`src/rtl/ftsd_scan_if.sv`:
```
// ftsd_scan_if: frame input handshake and scan output bundle for ftsd_scan_ctl.
//   in_bcd[15:0]   new 4-digit BCD frame, [15:12] = leftmost digit
//   in_valid       in_bcd valid
//   in_ready       scheduler can accept a frame (pending buffer empty)
//   lz_blank_en    1 = blank leading zeros
//   bcd[3:0]       digit value to the segment decoder
//   ftsd_ctl[3:0]  active-low digit enables, bit i = digit i
//   frame_done     1-cycle pulse at the start of each new frame
// master = frame producer / display consumer, slave = scan controller.
interface ftsd_scan_if;
    logic [15:0] in_bcd;
    logic        in_valid;
    logic        in_ready;
    logic        lz_blank_en;
    logic [3:0]  bcd;
    logic [3:0]  ftsd_ctl;
    logic        frame_done;

    modport master (
        output in_bcd, in_valid, lz_blank_en,
        input  in_ready, bcd, ftsd_ctl, frame_done
    );

    modport slave (
        input  in_bcd, in_valid, lz_blank_en,
        output in_ready, bcd, ftsd_ctl, frame_done
    );
endinterface

```
`src/rtl/ftsd_scan_ctl.sv`:
```
// ftsd_scan_ctl: time-multiplexed scan scheduler for a 4-digit seven-segment display.
// Each digit gets a slot of SCAN_DIV cycles: BLANK_CYC cycles with all enables off (anti-ghosting)
// followed by the show phase. New frames arrive via valid/ready into a one-entry pending buffer and
// are swapped into the display register only at the frame boundary, so a frame never tears.
// Ports:
//   clk   system clock
//   rst   synchronous reset, active-high
//   bus   ftsd_scan_if.slave (in_bcd/in_valid/in_ready, lz_blank_en, bcd, ftsd_ctl, frame_done)
module ftsd_scan_ctl #(
    parameter int unsigned DIV_WIDTH = 16,
    parameter int unsigned SCAN_DIV  = 50000,
    parameter int unsigned BLANK_CYC = 16
) (
    input logic        clk,
    input logic        rst,
    ftsd_scan_if.slave bus
);

    localparam logic [DIV_WIDTH-1:0] SlotLast  = DIV_WIDTH'(SCAN_DIV - 1);
    localparam logic [DIV_WIDTH-1:0] BlankLast = DIV_WIDTH'(BLANK_CYC - 1);

    typedef enum logic [0:0] {StBlank, StShow} state_e;

    state_e               state_q, state_d;
    logic [DIV_WIDTH-1:0] cnt_q, cnt_d;
    logic [1:0]           idx_q, idx_d;
    logic [15:0]          disp_q, disp_d;
    logic [15:0]          pend_q, pend_d;
    logic                 pend_full_q, pend_full_d;
    logic [3:0]           bcd_q, bcd_d;
    logic [3:0]           ctl_q, ctl_d;
    logic                 frame_done_q, frame_done_d;

    logic slot_end;
    logic boundary;
    logic xfer;
    logic zero3, zero2, zero1;
    logic blank_digit;

    // No path from in_valid: ready depends only on buffer occupancy and reset.
    assign bus.in_ready = ~pend_full_q & ~rst;
    assign xfer         = bus.in_valid & bus.in_ready;

    always_comb begin
        state_d      = state_q;
        idx_d        = idx_q;
        disp_d       = disp_q;
        pend_d       = pend_q;
        pend_full_d  = pend_full_q;
        slot_end     = (state_q == StShow) && (cnt_q == SlotLast);
        boundary     = slot_end && (idx_q == 2'd3);
        cnt_d        = slot_end ? '0 : cnt_q + 1'b1;

        unique case (state_q)
            StBlank: begin
                if (cnt_q == BlankLast) state_d = StShow;
            end
            StShow: begin
                if (slot_end) begin
                    state_d = StBlank;
                    idx_d   = idx_q + 2'd1;
                end
            end
        endcase

        // Swap and accept are mutually exclusive: in_ready is low whenever pend is full.
        if (boundary && pend_full_q) begin
            disp_d      = pend_q;
            pend_full_d = 1'b0;
        end
        if (xfer) begin
            pend_d      = bus.in_bcd;
            pend_full_d = 1'b1;
        end

        // Outputs are registered from next-state values so they line up with state_q.
        zero3       = (disp_d[15:12] == 4'h0);
        zero2       = zero3 && (disp_d[11:8] == 4'h0);
        zero1       = zero2 && (disp_d[7:4] == 4'h0);
        blank_digit = 1'b0;
        if (bus.lz_blank_en) begin
            unique case (idx_d)
                2'd3:    blank_digit = zero3;
                2'd2:    blank_digit = zero2;
                2'd1:    blank_digit = zero1;
                default: blank_digit = 1'b0;
            endcase
        end

        bcd_d        = disp_d[{idx_d, 2'b00} +: 4];
        ctl_d        = 4'b1111;
        if ((state_d == StShow) && !blank_digit) ctl_d = ~(4'b0001 << idx_d);
        frame_done_d = boundary;
    end

    always_ff @(posedge clk) begin
        if (rst) begin
            state_q      <= StBlank;
            cnt_q        <= '0;
            idx_q        <= 2'd0;
            disp_q       <= 16'h0000;
            pend_q       <= 16'h0000;
            pend_full_q  <= 1'b0;
            bcd_q        <= 4'h0;
            ctl_q        <= 4'b1111;
            frame_done_q <= 1'b0;
        end else begin
            state_q      <= state_d;
            cnt_q        <= cnt_d;
            idx_q        <= idx_d;
            disp_q       <= disp_d;
            pend_q       <= pend_d;
            pend_full_q  <= pend_full_d;
            bcd_q        <= bcd_d;
            ctl_q        <= ctl_d;
            frame_done_q <= frame_done_d;
        end
    end

    assign bus.bcd        = bcd_q;
    assign bus.ftsd_ctl   = ctl_q;
    assign bus.frame_done = frame_done_q;

endmodule

```
`src/flat_wrapper.sv`:
```
// flat-port wrapper written by rule: the top's interface ports become plain ports
module ftsd_scan_ctl_flat 
#(
    parameter int unsigned DIV_WIDTH = 16,
    parameter int unsigned SCAN_DIV  = 50000,
    parameter int unsigned BLANK_CYC = 16
)
  (clk, rst, bus_in_bcd, bus_in_valid, bus_lz_blank_en, bus_in_ready, bus_bcd, bus_ftsd_ctl, bus_frame_done);
  ftsd_scan_if bus_i ();
  input logic clk;
  input logic rst;
  input wire logic [$bits(bus_i.in_bcd)-1:0] bus_in_bcd;
  input wire logic [$bits(bus_i.in_valid)-1:0] bus_in_valid;
  input wire logic [$bits(bus_i.lz_blank_en)-1:0] bus_lz_blank_en;
  output wire logic [$bits(bus_i.in_ready)-1:0] bus_in_ready;
  output wire logic [$bits(bus_i.bcd)-1:0] bus_bcd;
  output wire logic [$bits(bus_i.ftsd_ctl)-1:0] bus_ftsd_ctl;
  output wire logic [$bits(bus_i.frame_done)-1:0] bus_frame_done;
  assign bus_i.in_bcd = bus_in_bcd;
  assign bus_i.in_valid = bus_in_valid;
  assign bus_i.lz_blank_en = bus_lz_blank_en;
  assign bus_in_ready = bus_i.in_ready;
  assign bus_bcd = bus_i.bcd;
  assign bus_ftsd_ctl = bus_i.ftsd_ctl;
  assign bus_frame_done = bus_i.frame_done;
  ftsd_scan_ctl #(.DIV_WIDTH(DIV_WIDTH), .SCAN_DIV(SCAN_DIV), .BLANK_CYC(BLANK_CYC)) u_core (.clk(clk), .rst(rst), .bus(bus_i));
endmodule
```
`config.mk`:
```
export PLATFORM = sky130hd
export DESIGN_NAME = ftsd_scan_ctl_flat
export DESIGN_NICKNAME = d
export VERILOG_FILES = /design/src/rtl/ftsd_scan_if.sv /design/src/rtl/ftsd_scan_ctl.sv /design/src/flat_wrapper.sv
export SDC_FILE = /design/constraint.sdc
export NUM_CORES = 1
export LEC_CHECK = 0
export ABC_AREA = 1
export CORE_MARGIN = 3
export CORE_UTILIZATION = 55
export DETAILED_ROUTE_END_ITERATION = 8
export PLACE_DENSITY = 0.74
export SLEW_MARGIN = 20
export SYNTH_ARGS = -nofsm -noshare
export SYNTH_HDL_FRONTEND = slang
export SYNTH_SLANG_ARGS = --single-unit
```
`constraint.sdc`:
```
create_clock -name clk -period 2.2 [get_ports clk]
set_input_delay 0.44 -clock clk [delete_from_list [all_inputs] [get_ports clk]]
set_output_delay 0.44 -clock clk [all_outputs]
set_load 0.01 [all_outputs]
```
## Yosys cells after proc, flatten, opt, wreduce, memory -nomap -nowiden

Cells that the tools add are included.
Widths: inputs -> output; s select.

- Divide/modulo/power cells: 0
- Multiplexer cells: 10
- Eq/ne operators: 6
- Reduce and logical (&&, ||, !) cells: 13
- Bitwise operators: 7
- Multiply operators: 0
- Add/sub/neg operators: 2
- Shift-type cells: 2
- $lt $le $gt $ge: 0

Operators with widths:

| cell | number |
|---|---|
| $add 16x1->16 const B | 1 |
| $eq 16x16->1 const B | 1 |
| $eq 16x4->1 const B | 1 |
| $mux 16 | 1 |
| $shiftx 16x5->4 | 1 |
| $logic_not 4->1 | 3 |
| $eq 2x2->1 const B | 3 |
| $logic_and 1x1->1 | 6 |
| $mux 1 | 5 |
| $mux 2 | 2 |
| $not 1->1 | 4 |
| $not 4->4 | 1 |
| $reduce_or 2->1 | 2 |
| $shl 1x2->4 const A | 1 |
| $pmux 1 s3 | 1 |
| $add 2x1->2 const B | 1 |
| $and 1x1->1 | 2 |
| $eq 2x1->1 const B | 1 |
| $pmux 1 s2 | 1 |
| $reduce_bool 2->1 | 1 |
| $logic_not 1->1 | 1 |

- Bits in registers: 61
- Memories: 0
- Bits in latches: 0
- ROM bits: 0
- Output and inout bits: 10
- Word-level logic and storage cells: 49
- RAM bits: 0
- Bits of input ports: 20

## Depth between registers and ports, before layout

Gate-level depths: netlist of run 1.

- Depth in word-level cells: 14
- Mapped depth: 13
- Depth with buffers taken out: 13

## Worst setup path before layout of run 1

Ideal clock, no wire load.

- Path kind: register -> register
- From: register u_core.cnt_q[0]
- To: register u_core.ctl_q[2] (netlist: u_core.bus.ftsd_ctl[2])
- Setup time: 0.062 ns
- Cell stages (with the launch flop): 14
- Path buffers: 0
- Clock period less this slack: 1.693 ns
- Data arrival time: 1.631 ns
- Path slack: 0.507 ns
- Required time: 2.138 ns
- Path through: dfxtp_1 ha_1 nand3_2 nor2_4 inv_2 nor2_4 nand2_2 nand2_4 nand2_2 nor2_1 nand3_1 nand2_1 nand3_2 nand3_1

- Word-level cells in the longest chain between the ends: 14
- Elaborated cells between the ends (all ways): 27
- Classes of those cells: eq/ne (5); shift (1); mux (8); bitwise (2); reduce/logical (11)

Ends and longest elaborated chain:

| what | RTL line | source |
|---|---|---|
| from (decl) | ftsd_scan_ctl.sv:25 | `logic [DIV_WIDTH-1:0] cnt_q, cnt_d;` |
| from (signal assigned) | ftsd_scan_ctl.sv:109 | `cnt_q <= cnt_d;` |
| $eq 16x16->1 | ftsd_scan_ctl.sv:50 | `slot_end = (state_q == StShow) && (cnt_q == SlotLast);` |
| $logic_and 1x1->1 | ftsd_scan_ctl.sv:50 |  |
| $logic_and 1x1->1 | ftsd_scan_ctl.sv:51 | `boundary = slot_end && (idx_q == 2'd3);` |
| $logic_and 1x1->1 | ftsd_scan_ctl.sv:67 | `if (boundary && pend_full_q) begin` |
| $mux 16 | ftsd_scan_ctl.sv:67 |  |
| $logic_not 4->1 (on tied branches) | ftsd_scan_ctl.sv:77, ftsd_scan_ctl.sv:78 |  |
| $logic_and 1x1->1 | ftsd_scan_ctl.sv:78 | `zero2 = zero3 && (disp_d[11:8] == 4'h0);` |
| $logic_and 1x1->1 | ftsd_scan_ctl.sv:79 | `zero1 = zero2 && (disp_d[7:4] == 4'h0);` |
| $pmux 1 s3 | ftsd_scan_ctl.sv:82 | `unique case (idx_d)` |
| $mux 1 | ftsd_scan_ctl.sv:81 | `if (bus.lz_blank_en) begin` |
| $logic_not 1->1 | ftsd_scan_ctl.sv:92 | `if ((state_d == StShow) && !blank_digit) ctl_d = ~(4'b0001 << idx_d);` |
| $logic_and 1x1->1 | ftsd_scan_ctl.sv:92 |  |
| $not 1->1 (no source line) | -- |  |
| $reduce_or 2->1 (no source line) | -- |  |
| to (signal assigned) | ftsd_scan_ctl.sv:115 | `ctl_q <= ctl_d;` |
| to (decl) | ftsd_scan_ctl.sv:31 | `logic [3:0] ctl_q, ctl_d;` |

Several ways; a longest one is shown, not always the timed one.
A chain may end at the register's enable or synchronous reset.

## Worst setup path after layout of run 1

- From: input port rst
- To: output port bus_in_ready

- Word-level cells in the longest chain between the ends: 2

Ends and longest elaborated chain:

| what | RTL line | source |
|---|---|---|
| from (decl) | flat_wrapper.sv:11 | `input logic rst;` |
| $not 1->1 | ftsd_scan_ctl.sv:41 | `assign bus.in_ready = ~pend_full_q & ~rst;` |
| $and 1x1->1 | ftsd_scan_ctl.sv:41 |  |
| to (decl) | flat_wrapper.sv:15 | `output wire logic [$bits(bus_i.in_ready)-1:0] bus_in_ready;` |

No other way between the ends.

==> results of run 1 <==
-- worst paths after layout --
| kind | start | endpoint | slack, ns |
|---|---|---|---|
| max reg2reg | u_core.cnt_q[0] | u_core.bus.ftsd_ctl[1] | 0.24 |
| min reg2reg | u_core.cnt_q[0] | u_core.cnt_q[0] | 0.45 |
| max | rst | bus_in_ready | 0.21 |
| min | u_core.cnt_q[0] | u_core.cnt_q[0] | 0.45 |
-- worst max-delay path, stage by stage --
cell,delay (ns)
sky130_fd_sc_hd__clkdlybuf4s50_1,0.46
sky130_fd_sc_hd__nor2_1,0.11
sky130_fd_sc_hd__clkdlybuf4s50_1,0.54
-- registers in the layout (all words and copies together) (netlist names) --
signal / cells
u_core.cnt_q: 16
u_core.disp_q: 16
u_core.pend_q: 16
u_core.bus.bcd: 4
u_core.bus.ftsd_ctl: 4
u_core.idx_q: 2
u_core.bus.frame_done: 1
u_core.pend_full_q: 1
u_core.state_q: 1
-- per-layer routing --
metal | up-vias | routed length, um | share of wire | track usage
li1 | 1197 | - | - | -
met1 | 979 | 2715 | 0.51 | 0.2933
met2 | 53 | 2288 | 0.43 | 0.3164
met3 | 9 | 236 | 0.044 | 0.03958
met4 | 0 | 105 | 0.020 | 0.1107
met5 | - | 0 | 0 | 0
-- through the flow --
stage	cell area, um2	setup WS [ns]	instances
after detailed placement	3018	0.1990	430
after global routing	3211	0.02006	445
after global placement	3018	0.1997	430
after CTS	3211	0.1990	445
final	3211	0.2099	445
after floorplan	2670	0.5073	355
-- area by class of cell --
type                       instances  area (um2)  share of cell area
tap                               52       65.06             0.02026
multi-input combinational        224        1171              0.3648
inverter                          56       210.2             0.06547
clock buffer                      14       162.7             0.05066
clock inverter                     1       30.03            0.009353
sequential                        61        1221              0.3804
timing repair buffer              37       350.3              0.1091
-- power breakdown --
part	total [W]	internal (W)	switching, W
Combinational	0.000116	0.0000587	0.0000575
Clock	0.000963	0.000580	0.000383
Sequential	0.00114	0.00113	0.0000124
-- synthesized netlist by cell type, types with 2 or more instances --
| cell type | count | area (um2) |
|---|---|---|
| sky130_fd_sc_hd__nand2_1 | 65 | 244.0 |
| sky130_fd_sc_hd__nand3_1 | 15 | 75.07 |
| sky130_fd_sc_hd__nand4_1 | 7 | 43.79 |
| sky130_fd_sc_hd__buf_2 | 4 | 20.02 |
| sky130_fd_sc_hd__inv_2 | 3 | 11.26 |
| sky130_fd_sc_hd__nor3_1 | 7 | 35.03 |
| sky130_fd_sc_hd__buf_6 | 2 | 22.52 |
| sky130_fd_sc_hd__inv_1 | 53 | 198.9 |
| sky130_fd_sc_hd__clkbuf_1 | 8 | 30.03 |
| sky130_fd_sc_hd__o21a_1 | 2 | 15.01 |
| sky130_fd_sc_hd__nor2_1 | 55 | 206.5 |
| sky130_fd_sc_hd__o21ai_1 | 3 | 15.01 |
| sky130_fd_sc_hd__a21oi_1 | 8 | 40.04 |
| sky130_fd_sc_hd__nor2_2 | 2 | 12.51 |
| sky130_fd_sc_hd__ha_1 | 2 | 25.02 |
| sky130_fd_sc_hd__nand3_2 | 3 | 30.03 |
| sky130_fd_sc_hd__o31ai_1 | 16 | 120.1 |
| sky130_fd_sc_hd__o22ai_1 | 8 | 50.05 |
| sky130_fd_sc_hd__o21ai_0 | 3 | 15.01 |
| sky130_fd_sc_hd__or2_2 | 2 | 12.51 |
| sky130_fd_sc_hd__nor2_4 | 3 | 33.78 |
| sky130_fd_sc_hd__nor3_2 | 2 | 20.02 |
| sky130_fd_sc_hd__xor2_1 | 4 | 35.03 |
| sky130_fd_sc_hd__dfxtp_1 | 61 | 1221 |
| sky130_fd_sc_hd__nand2_2 | 5 | 31.28 |
-- logic make-up after synthesis --
| group | after synthesis |
|---|---|
| XOR/XNOR | 5 |
| AND/OR/NAND/NOR | 171 |
| flip-flops | 61 |
| adder cells (fa/ha/maj) | 2 |
| buffers and inverters | 70 |
| AO/OA/AOI/OAI | 46 |
==> impl.org, run 1 <==
** Final layout
- Ratio of cells with drive above 1 in the final layout :: 0.1170
- The filler cells instantiated in the layout total 377.
- The repair_antennas step left the layout with diodes totalling 0.
- Leaving out fill and tap cells, the most frequent cell in the layout is sky130_fd_sc_hd__nand2_1.
- Once layout is complete, the utilization of the core stands at 0.7128.
- Layout-stage area growth over the synthesis result :: 20.24%
- The final layout contains 411 nets.
- Most frequent cells in the layout :: sky130_fd_sc_hd__nand2_1 (65), sky130_fd_sc_hd__dfxtp_1 (61), sky130_fd_sc_hd__nor2_1 (55)

** Placement
- Buffers placed on the I/O ports in this run total 29.
- Detail Placement HPWL :: 3952 um
- Last weighted congestion value of the routability-driven placer :: 0.8709

** Outcome
- Run status :: complete, no violations

** Timing
- Pins over their slew limit :: 0
- For this run, the top clock speed supported by timing is 502.5 MHz.
- Relative slew margins :: 0.7586
- Setup repair after global routing missed its margin :: false
- Final-report hold violation count :: 0
- Adding up every negative setup slack in the final design gives 0 ns.
- For the pin with the worst max-slew slack, the measured transition is 0.3621 ns.
- Minimum period implied by the final worst setup slack :: 1.990 ns
- Crit share post-route :: 0.9046
- Setup violations remaining at the end of the flow were counted as 0.
- Min Hold Slack :: 0.4472 ns
- Maximum clock skew at final layout :: 0.006784 ns

** Route
- Residual DRC :: 0
- In the routed layout, each cell is associated on average with a via count of 5.029.
- The first detailed-routing pass ran for 4 iterations.
- For this block, the routed nets add up to 5345 um of wire.
- The first routing iteration left 165 violations.
- Post-DRT Antenna Nets :: 0
- Dividing the detail-routed wire length by the instance count gives 12.01 um.
- Detailed routing inserted a total of 2238 vias.

** Logic synthesis
- Post-synth top flop :: sky130_fd_sc_hd__dfxtp_1
- After synthesis, the share of flip-flops with an asynchronous set or reset is 0.
- For this run, the number of Yosys warnings is 0.
- Number of distinct library cell variants in the gate-level netlist after synthesis :: 37
- In the synthesized netlist, the number of instances is 355.
- A synthesized cell averages 7.521 um2.
- Main combinational cell family by area after synthesis :: simple AND/OR/NAND/NOR gates
- The compound-gate portion of the synthesized area is 0.1134.
- Share of cell area taken by muxes after synthesis :: 0
- Post-synthesis instance area :: 2670 um2
- Net count after synthesis :: 377
- Number of flops mapped to enable cells by yosys :: 0
- Flip-flop and latch count after synthesis :: 61
- Basic-gate share of the synthesized area counting and, or, nand and nor cells :: 0.2976
- Adder and majority cell fraction of the synthesized area :: 0.009372
- Post-synthesis share of cell area spent on xor and xnor gates :: 0.01640
- For this run, the register share of the synthesized area comes to 0.4574.

** Clock tree
- Total of cells resized after clock tree synthesis :: 0
- Number of levels the H-tree was split into :: 3
- Number of sinks driven by the clock tree :: 61
- Buffers inserted during clock tree synthesis total 9.
- The number of setup buffers added after CTS is 0.
- TritonCTS built the clock tree.
- Clock slew at reported path FFs :: 0.06 ns
- Total of hold buffers inserted after clock tree synthesis :: 0
- The later pin in the worst-skew pair is clocked with a latency of 0.33 ns.
- Clock root buffer :: sky130_fd_sc_hd__clkbuf_8
- Deepest clock path buffer count :: 2

** Worst setup path
- The worst setup path is of the in2out kind.
- Crit path capture type :: primary output
- STA classifies the critical path startpoint as an input port.
- Crit path required time :: 1.76 ns
- Data on the critical path arrives at its endpoint at 1.55 ns.
- CP Max Fanout :: 2
- Measured in cells, the most critical reg-to-reg path has a length of 11.

** Global routing
- Number of global-route vias before repair :: 1977
- Entering global routing, the biggest net connects 35 pins.
- The first global-routing pass estimated 9094 um of wire.
- The initial antenna violation count came to 0.
- Total Routing Usage GR :: 0.2127
- Summed over all layers, the global routing overflow is 0.

** Die
- From bottom edge to top edge, the die measures 75.68 um.
- Row cnt :: 24
- Die outline area :: 5727 um2
- Floorplan die width :: 75.68 um
- In this run the count of I/O pins placed on the die edge is 30.
- For this configuration, the core starts out at a cell density of 0.5928.
- The region available for standard cell placement spans 4504 um2.

** Power
- For this design the ratio of total power to cell area is 692.5 nW/um2.
- Max VDD drop :: 0.4861 mV
- Final total power :: 0.002223 W
- Static Leakage :: 1.261 nW

** Worst hold path
- Hold/Removal Path Class :: reg2reg
- Worst hold stages :: 1

** Run
- Max Cap Viol :: 0
(Power assumes the default switching activity.)
==> inputs of run 2 (changes only) <==
--- a/config.mk
+++ b/config.mk
@@ -9,7 +9,9 @@
 export CORE_MARGIN = 3
 export CORE_UTILIZATION = 55
 export DETAILED_ROUTE_END_ITERATION = 8
+export HOLD_SLACK_MARGIN = 0.12
 export PLACE_DENSITY = 0.74
+export RECOVER_POWER = 50
 export SLEW_MARGIN = 20
 export SYNTH_ARGS = -nofsm -noshare
 export SYNTH_HDL_FRONTEND = slang
==> run 2 against run 1 <==
  * Combinational power barely moved
  * Core utilization is 0.33 points lower
  * Critical path depth stayed put
  * Sequential power barely moved
  * Sequential share of layout area is 0.18 points higher
  * Hold slack improved by 0.00070 ns
  * Register-to-register slack lost 0.02 ns
  * Clock-buffer cell count unchanged
  * Design area down 0.47%
  * Critical path type unchanged
==> impl.org, run 2 (same netlist as run 1, synthesis figures left out) <==
** Outcome
- Run status :: complete, no violations

** Worst hold path
- Beginning of the worst hold path :: u_core.cnt_q[0]
- The min-delay analysis places its worst path in the category reg2reg.

** Clock tree
- Clock root buffer :: sky130_fd_sc_hd__clkbuf_8
- The CTS sink count came to 61 (unchanged).
- TritonCTS Buffers :: 9 (unchanged)
- Source-to-sink clock delay at the later pin of the worst-skew pair :: 0.33 ns (about the same)
- Setup fix buffers added after clock tree synthesis :: 0 (unchanged)
- Total of hold buffers inserted after clock tree synthesis :: 0 (unchanged)
- Number of levels the H-tree was split into :: 3 (unchanged)
- Total of cells resized after clock tree synthesis :: 0 (unchanged)
- TritonCTS built the clock tree.
- The clock edge transition at the registers on the reported setup and hold paths is 0.06 ns (about the same).
- The largest buffer count on any clock path is 2 (unchanged).

** Route
- The number of nets with antenna violations after detailed routing is 0 (unchanged).
- The via density per instance was 5.027 (about the same).
- Drt total wl :: 5352 um (+0.13%)
- The remaining design rule violation count came to 0 (unchanged).
- The via count came to 2237 (-0.045%).
- The number of DRC markers in iteration 0 was 153 (-7.3%).
- First-pass iteration count of the detailed router :: 4 (unchanged)
- The wire length per cell came to 12.03 um (+0.13%).

** Power
- Max VDD drop :: 0.4865 mV (about the same)
- Static Leakage :: 1.257 nW (-0.29%)
- Final total power :: 0.002224 W (about the same)
- Switching portion of total power :: 0.2051 (+0.001383)
- The internal power summed over all cells came to 0.001768 W (-0.16%).
- Total power density per cell area :: 695.8 nW/um2 (+0.48%)
- Sequential cell fraction of total power :: 0.514 (about the same)
- Power share of the combinational group :: 0.051 (about the same)
- The net load switching power came to 0.0004561 W (+0.69%).
- The power share of the clock group came to 0.435 (+0.002).

** Final layout
- Final instance area :: 3196 um2 (-0.47%)
- The share of the core filled with cells is 0.7094 (-0.003334).
- Filler Cells Inserted :: 381 (+1.1%)
- The share of post-route cells with drive strength above 1 came to 0.1094 (-0.007634).
- Registers with the most flip-flops :: u_core.cnt_q x16, u_core.disp_q x16, u_core.pend_q x16
- The final-stage net count is 411 (unchanged).
- In the layout the commonest cells are sky130_fd_sc_hd__nand2_1 (65), sky130_fd_sc_hd__dfxtp_1 (61), sky130_fd_sc_hd__nor2_1 (55).
- The antenna diode instance count is 0 (unchanged).
- Leaving out fill and tap cells, the most frequent cell in the layout is sky130_fd_sc_hd__nand2_1.
- Layout-stage area growth over the synthesis result :: 19.68%

** Global routing
- The first-pass GRT wire length came to 9094 um (unchanged).
- Number of global-route vias before repair :: 1977 (unchanged)
- Largest net degree at the start of global routing :: 35 (unchanged)
- The overall track demand over capacity in global routing came to 0.2127 (unchanged).
- The total global routing overflow is 0 (unchanged).
- Initial antenna violation count :: 0 (unchanged)

** Die
- Core Region :: 4504 um2 (unchanged)
- The starting density of the core was 0.5928 (unchanged).
- The standard-cell row count was 24 (unchanged).
- Floorplan die width :: 75.68 um (unchanged)
- Height of the chip :: 75.68 um (unchanged)
- Number of primary I/O pins :: 30 (unchanged)
- The full die area is 5727 um2 (unchanged).

** Timing
- The count of endpoints failing setup in the final report is 0 (unchanged).
- Relative slew margins :: 0.5288 (-0.2298)
- The count of pins over their slew limit was 0 (unchanged).
- Setup TNS :: 0 ns (unchanged)
- Worst-Margin Slew :: 0.7068 ns (+0.3447 ns)
- F_max :: 474.7 MHz (-5.5%)
- Final-report hold violation count :: 0 (unchanged)
- The post-route clock skew is 0.008579 ns (+0.001795 ns).
- The share of the cycle needed by the critical path after routing is 0.9576 (+0.05302).
- The final critical-path required period was 2.107 ns (+0.1166 ns).
- Setup repair after global routing left no endpoint under its margin.

** Worst setup path
- Walking the worst path, the cells encountered are dlygate4sd3_1 > nor2_1 > clkdlybuf4s50_1.
- Crit path required time :: 1.76 ns (about the same)
- Origin of the worst setup path :: rst
- The cell family contributing the most delay on the critical path is buffers and inverters.
- The worst setup path is of the in2out kind.
- Startpoint Class :: input port
- Crit path capture type :: primary output
- The critical-path maximum fanout is 2 (unchanged).
- Worst reg2reg startpoint :: u_core.cnt_q[0]
- Buffers plus inverters on the worst setup path :: 2 (unchanged)
- Delay of the slowest critical-path stage :: 0.58 ns (+0.04 ns)
- The largest individual stage delay along the critical path comes from the cell sky130_fd_sc_hd__dlygate4sd3_1.
- The data arrival time at the worst-slack endpoint was 1.67 ns (+0.12 ns).

** Placement
- Last weighted congestion value of the routability-driven placer :: 0.8709 (unchanged)
- Detail Placement HPWL :: 3952 um (unchanged)
- The post-place instance area came to 3018 um2 (unchanged).
- Total of buffers placed on input and output ports :: 29 (unchanged)

** Run
- Max Cap Viol :: 0 (unchanged)
-- run 2: path summary, 6_finish.rpt --
check	cells after the start	endpoint	slack (ns)
worst min-delay path	1	u_core.cnt_q[0]	0.45
worst max-delay path	3	bus_in_ready	0.09
worst max register to register	11	u_core.bus.ftsd_ctl[1]	0.22
worst min register to register	1	u_core.cnt_q[0]	0.45
-- run 2: area by class of cell --
| cell class | instances | area, um2 | share of cell area |
|---|---|---|---|
| Tap cell | 52 | 65.06 | 0.02036 |
| Clock inverter | 1 | 30.03 | 0.009397 |
| Multi-Input combinational cell | 224 | 1166 | 0.3649 |
| Clock buffer | 14 | 162.7 | 0.05090 |
| Sequential cell | 61 | 1221 | 0.3821 |
| Timing Repair Buffer | 37 | 340.3 | 0.1065 |
| Inverter | 56 | 210.2 | 0.06578 |
-- run 2: routing by layer --
layer,vias to the layer above,share of wire,GRT usage
met1,977,0.51,0.2933
met5,-,0,0
met3,9,0.045,0.03958
li1,1198,-,-
met2,53,0.42,0.3164
met4,0,0.021,0.1107
-- run 2: power by group through the flow --
stage / combinational, W / sequential, W / clock [W]
detailed placement: 0.000116 / 0.00117 / 0
global placement: 0.000115 / 0.00117 / 0
global route: 0.000129 / 0.00115 / 0.00104
finish: 0.000113 / 0.00114 / 0.000967
CTS: 0.000117 / 0.00114 / 0.000990
floorplan: 0.0000619 / 0.00116 / 0
-- run 2: stage by stage --
step,instances,setup WS (ns),hold WS (ns)
4_1_cts,445,0.1990,0.4502
3_3_place_gp,430,0.1997,0.4352
2_1_floorplan,355,0.5073,0.4175
6_report,445,0.09322,0.4479
3_5_place_dp,430,0.1990,0.4399
5_1_grt,445,0.02006,0.4707
==> inputs of run 3 (changes only) <==
==> constraint.sdc (replaced) <==
create_clock -name clk -period 2.3 [get_ports clk]
set_input_delay 0.46 -clock clk [delete_from_list [all_inputs] [get_ports clk]]
set_output_delay 0.46 -clock clk [all_outputs]
set_load 0.01 [all_outputs]
==> run 3 against run 2 <==
  * Clock skew down 0.0014 ns
  * Global-route usage about the same
  * Setup slack better by 0.045 ns
  * Non-clock buffer count down 2
  * Routed wire length down 0.19%
  * Critical path depth unchanged
  * Highest routed layer unchanged
  * Critical endpoint unchanged
  * Sequential power down 4%
  * Core utilization down 0.17 points
==> impl.org, run 3 (same netlist as run 1, synthesis figures left out) <==
** Clock tree
- The clock edge transition at the registers on the reported setup and hold paths came to 0.06 ns (about the same).
- The hold buffer count at cts is 0 (unchanged).
- The number of cells upsized or downsized after cts was 0 (unchanged).
- Clock root buffer :: sky130_fd_sc_hd__clkbuf_8
- TritonCTS built the clock tree.
- Source-to-sink clock delay at the later pin of the worst-skew pair :: 0.34 ns (about the same)
- Deepest clock path buffer count :: 2 (unchanged)
- Setup fix buffers added after clock tree synthesis :: 0 (unchanged)
- The maximum level of the CTS H-tree came to 3 (unchanged).
- The TritonCTS buffer count was 9 (unchanged).
- Number of sinks driven by the clock tree :: 61 (unchanged)

** Timing
- Final-report hold violation count :: 0 (unchanged)
- For the finished layout, the period the worst path requires is 2.162 ns.
- Pins over their slew limit :: 0 (unchanged)
- Setup TNS :: 0 ns (unchanged)
- Crit share post-route :: 0.9398
- Setup repair after global routing missed its margin :: false
- The post-route clock skew came to 0.007185 ns (-0.001394 ns).
- Number of setup violations in the final report :: 0 (unchanged)
- Worst-Margin Slew :: 0.6361 ns (-0.07073 ns)
- F_max :: 462.6 MHz
- The tightest slew margin relative to the limit came to 0.5759 (+0.04715).
- The post-route worst hold slack came to 0.4528 ns (+0.004899 ns).

** Route
- Post-DRT Antenna Nets :: 0 (unchanged)
- First-pass iteration count of the detailed router :: 4 (unchanged)
- Residual DRC :: 0 (unchanged)
- The number of DRC markers in iteration 0 came to 128 (-16%).
- The wire length per cell came to 12.06 um (+0.26%).
- The via count is 2257 (+0.89%).
- Drt total wl :: 5342 um (-0.19%)
- The via density per instance came to 5.095 (+1.3%).

** Die
- The die width was 75.68 um (unchanged).
- Row cnt :: 24 (unchanged)
- Die outline area :: 5727 um2 (unchanged)
- Effective utilization at floorplan :: 0.5928 (unchanged)
- The I/O pin count was 30 (unchanged).
- Height of the chip :: 75.68 um (unchanged)
- The placeable core region came to 4504 um2 (unchanged).

** Global routing
- Largest net degree at the start of global routing :: 32 (-8.6%)
- The via count of the first global-routing pass was 2130 (+7.7%).
- The first-pass GRT wire length is 9218 um (+1.4%).
- Initial antenna violation count :: 0 (unchanged)
- Total Routing Usage GR :: 0.2132 (+0.0004494)
- The total global routing overflow came to 0 (unchanged).

** Power
- The maximum vdd drop came to 0.3573 mV (-27%).
- Static Leakage :: 1.248 nW (-0.74%)
- Total power density per cell area :: 671.6 nW/um2 (-3.5%)

** Placement
- The post-place instance area came to 3003 um2 (-0.50%).
- The total of buffers placed on input and output ports was 29 (unchanged).
- The last weighted congestion value of the routability-driven placer is 0.8668 (-0.47%).
- Detail Placement HPWL :: 3915 um (-0.95%)

** Worst setup path
- The worst setup path is captured at a primary output.
- The slowest stage of the critical path belongs to the cell sky130_fd_sc_hd__dlygate4sd3_1.
- The delay contributed by the slowest stage of the critical path was 0.59 ns (about the same).
- Crit path required time :: 1.84 ns (+0.08 ns)
- CP Max Fanout :: 2 (unchanged)
- CP Data Arrival Time :: 1.70 ns (+0.03 ns)
- Crit path max-delay family :: buffers and inverters
- Buffers plus inverters on the worst setup path :: 2 (unchanged)
- Startpoint Class :: input port
- The setup path with the least slack is of type in2out.
- Crit path cell chain :: dlygate4sd3_1 > nor2_1 > clkdlybuf4s50_1

** Run
- The number of max-cap violations is 0 (unchanged).

** Worst hold path
- In this run the worst hold path is classified as reg2reg.

** Final layout
- The library cells used most frequently in the layout, excluding fill and tap cells, are sky130_fd_sc_hd__nand2_1 (65), sky130_fd_sc_hd__dfxtp_1 (61), sky130_fd_sc_hd__nor2_1 (54).
- In the final layout, the registers with the most flip-flops are u_core.cnt_q x16, u_core.disp_q x16, u_core.pend_q x16.
- Leaving out fill and tap cells, the most frequent cell in the layout is sky130_fd_sc_hd__nand2_1.
- The final-stage net count is 409 (-0.49%).
- Final instance area :: 3188 um2 (-0.23%)
- Relative to the synthesized area, the layout overhead comes to 19.40%.
- Antenna diodes :: 0 (unchanged)
- The share of post-route cells with drive strength above 1 is 0.1100 (+0.0005597).

** Outcome
- The run finished with clean final reports.
[run 3: cell type report]
type	instances	area, um2
multi-input cells	224	1174
clock buffers	14	162.7
fillers	375	1316
inverters	56	210.2
repair buffers	35	325.3
flip-flops and latches	61	1221
clock inverters	1	30.03
well taps	52	65.06
[run 3: report_power, final]
group          switching, W  internal (W)  total, W
registers         0.0000139       0.00108   0.00110
clock network      0.000385      0.000555  0.000941
logic             0.0000527     0.0000522  0.000105
[run 3: worst paths after layout]
check | start | end | slack, ns | cells past startpoint
setup / recovery | rst | bus_in_ready | 0.14 | 3
hold / removal | u_core.cnt_q[0] | u_core.cnt_q[0] | 0.45 | 1
setup reg to reg | u_core.cnt_q[0] | u_core.bus.ftsd_ctl[1] | 0.32 | 13
hold reg to reg | u_core.cnt_q[0] | u_core.cnt_q[0] | 0.45 | 1
[run 3: stage by stage]
step | total power (W) | utilization | setup WS [ns] | instances
4_1_cts | 0.002158 | 0.7094 | 0.2501 | 443
6_report | 0.002141 | 0.7078 | 0.1384 | 443
5_1_grt | 0.002220 | 0.7078 | 0.04870 | 443
3_3_place_gp | 0.001225 | 0.6667 | 0.2383 | 428
2_1_floorplan | 0.001172 | - | 0.6073 | 355
3_5_place_dp | 0.001227 | 0.6667 | 0.2501 | 428
[run 3: per-layer routing]
metal | part of all wire | vias up | GRT usage
met5 | 0 | - | 0
met4 | 0.017 | 0 | 0.1126
met3 | 0.038 | 10 | 0.03826
met2 | 0.43 | 41 | 0.3193
met1 | 0.52 | 1010 | 0.2924
li1 | - | 1196 | -
[run 3: worst register-to-register path, stage by stage, from the launching register on]
cell                      delay (ns)
sky130_fd_sc_hd__dfxtp_1        0.35
sky130_fd_sc_hd__ha_1           0.21
sky130_fd_sc_hd__nand3_2        0.15
sky130_fd_sc_hd__nor2_4         0.21
sky130_fd_sc_hd__inv_2          0.06
sky130_fd_sc_hd__nor2_4         0.17
sky130_fd_sc_hd__nand2_2        0.09
sky130_fd_sc_hd__nand2_4        0.09
sky130_fd_sc_hd__nand2_2        0.10
sky130_fd_sc_hd__nor2_1         0.11
sky130_fd_sc_hd__nand3_1        0.10
sky130_fd_sc_hd__nand2_1        0.09
sky130_fd_sc_hd__nand3_2        0.10
sky130_fd_sc_hd__nand3_1        0.09
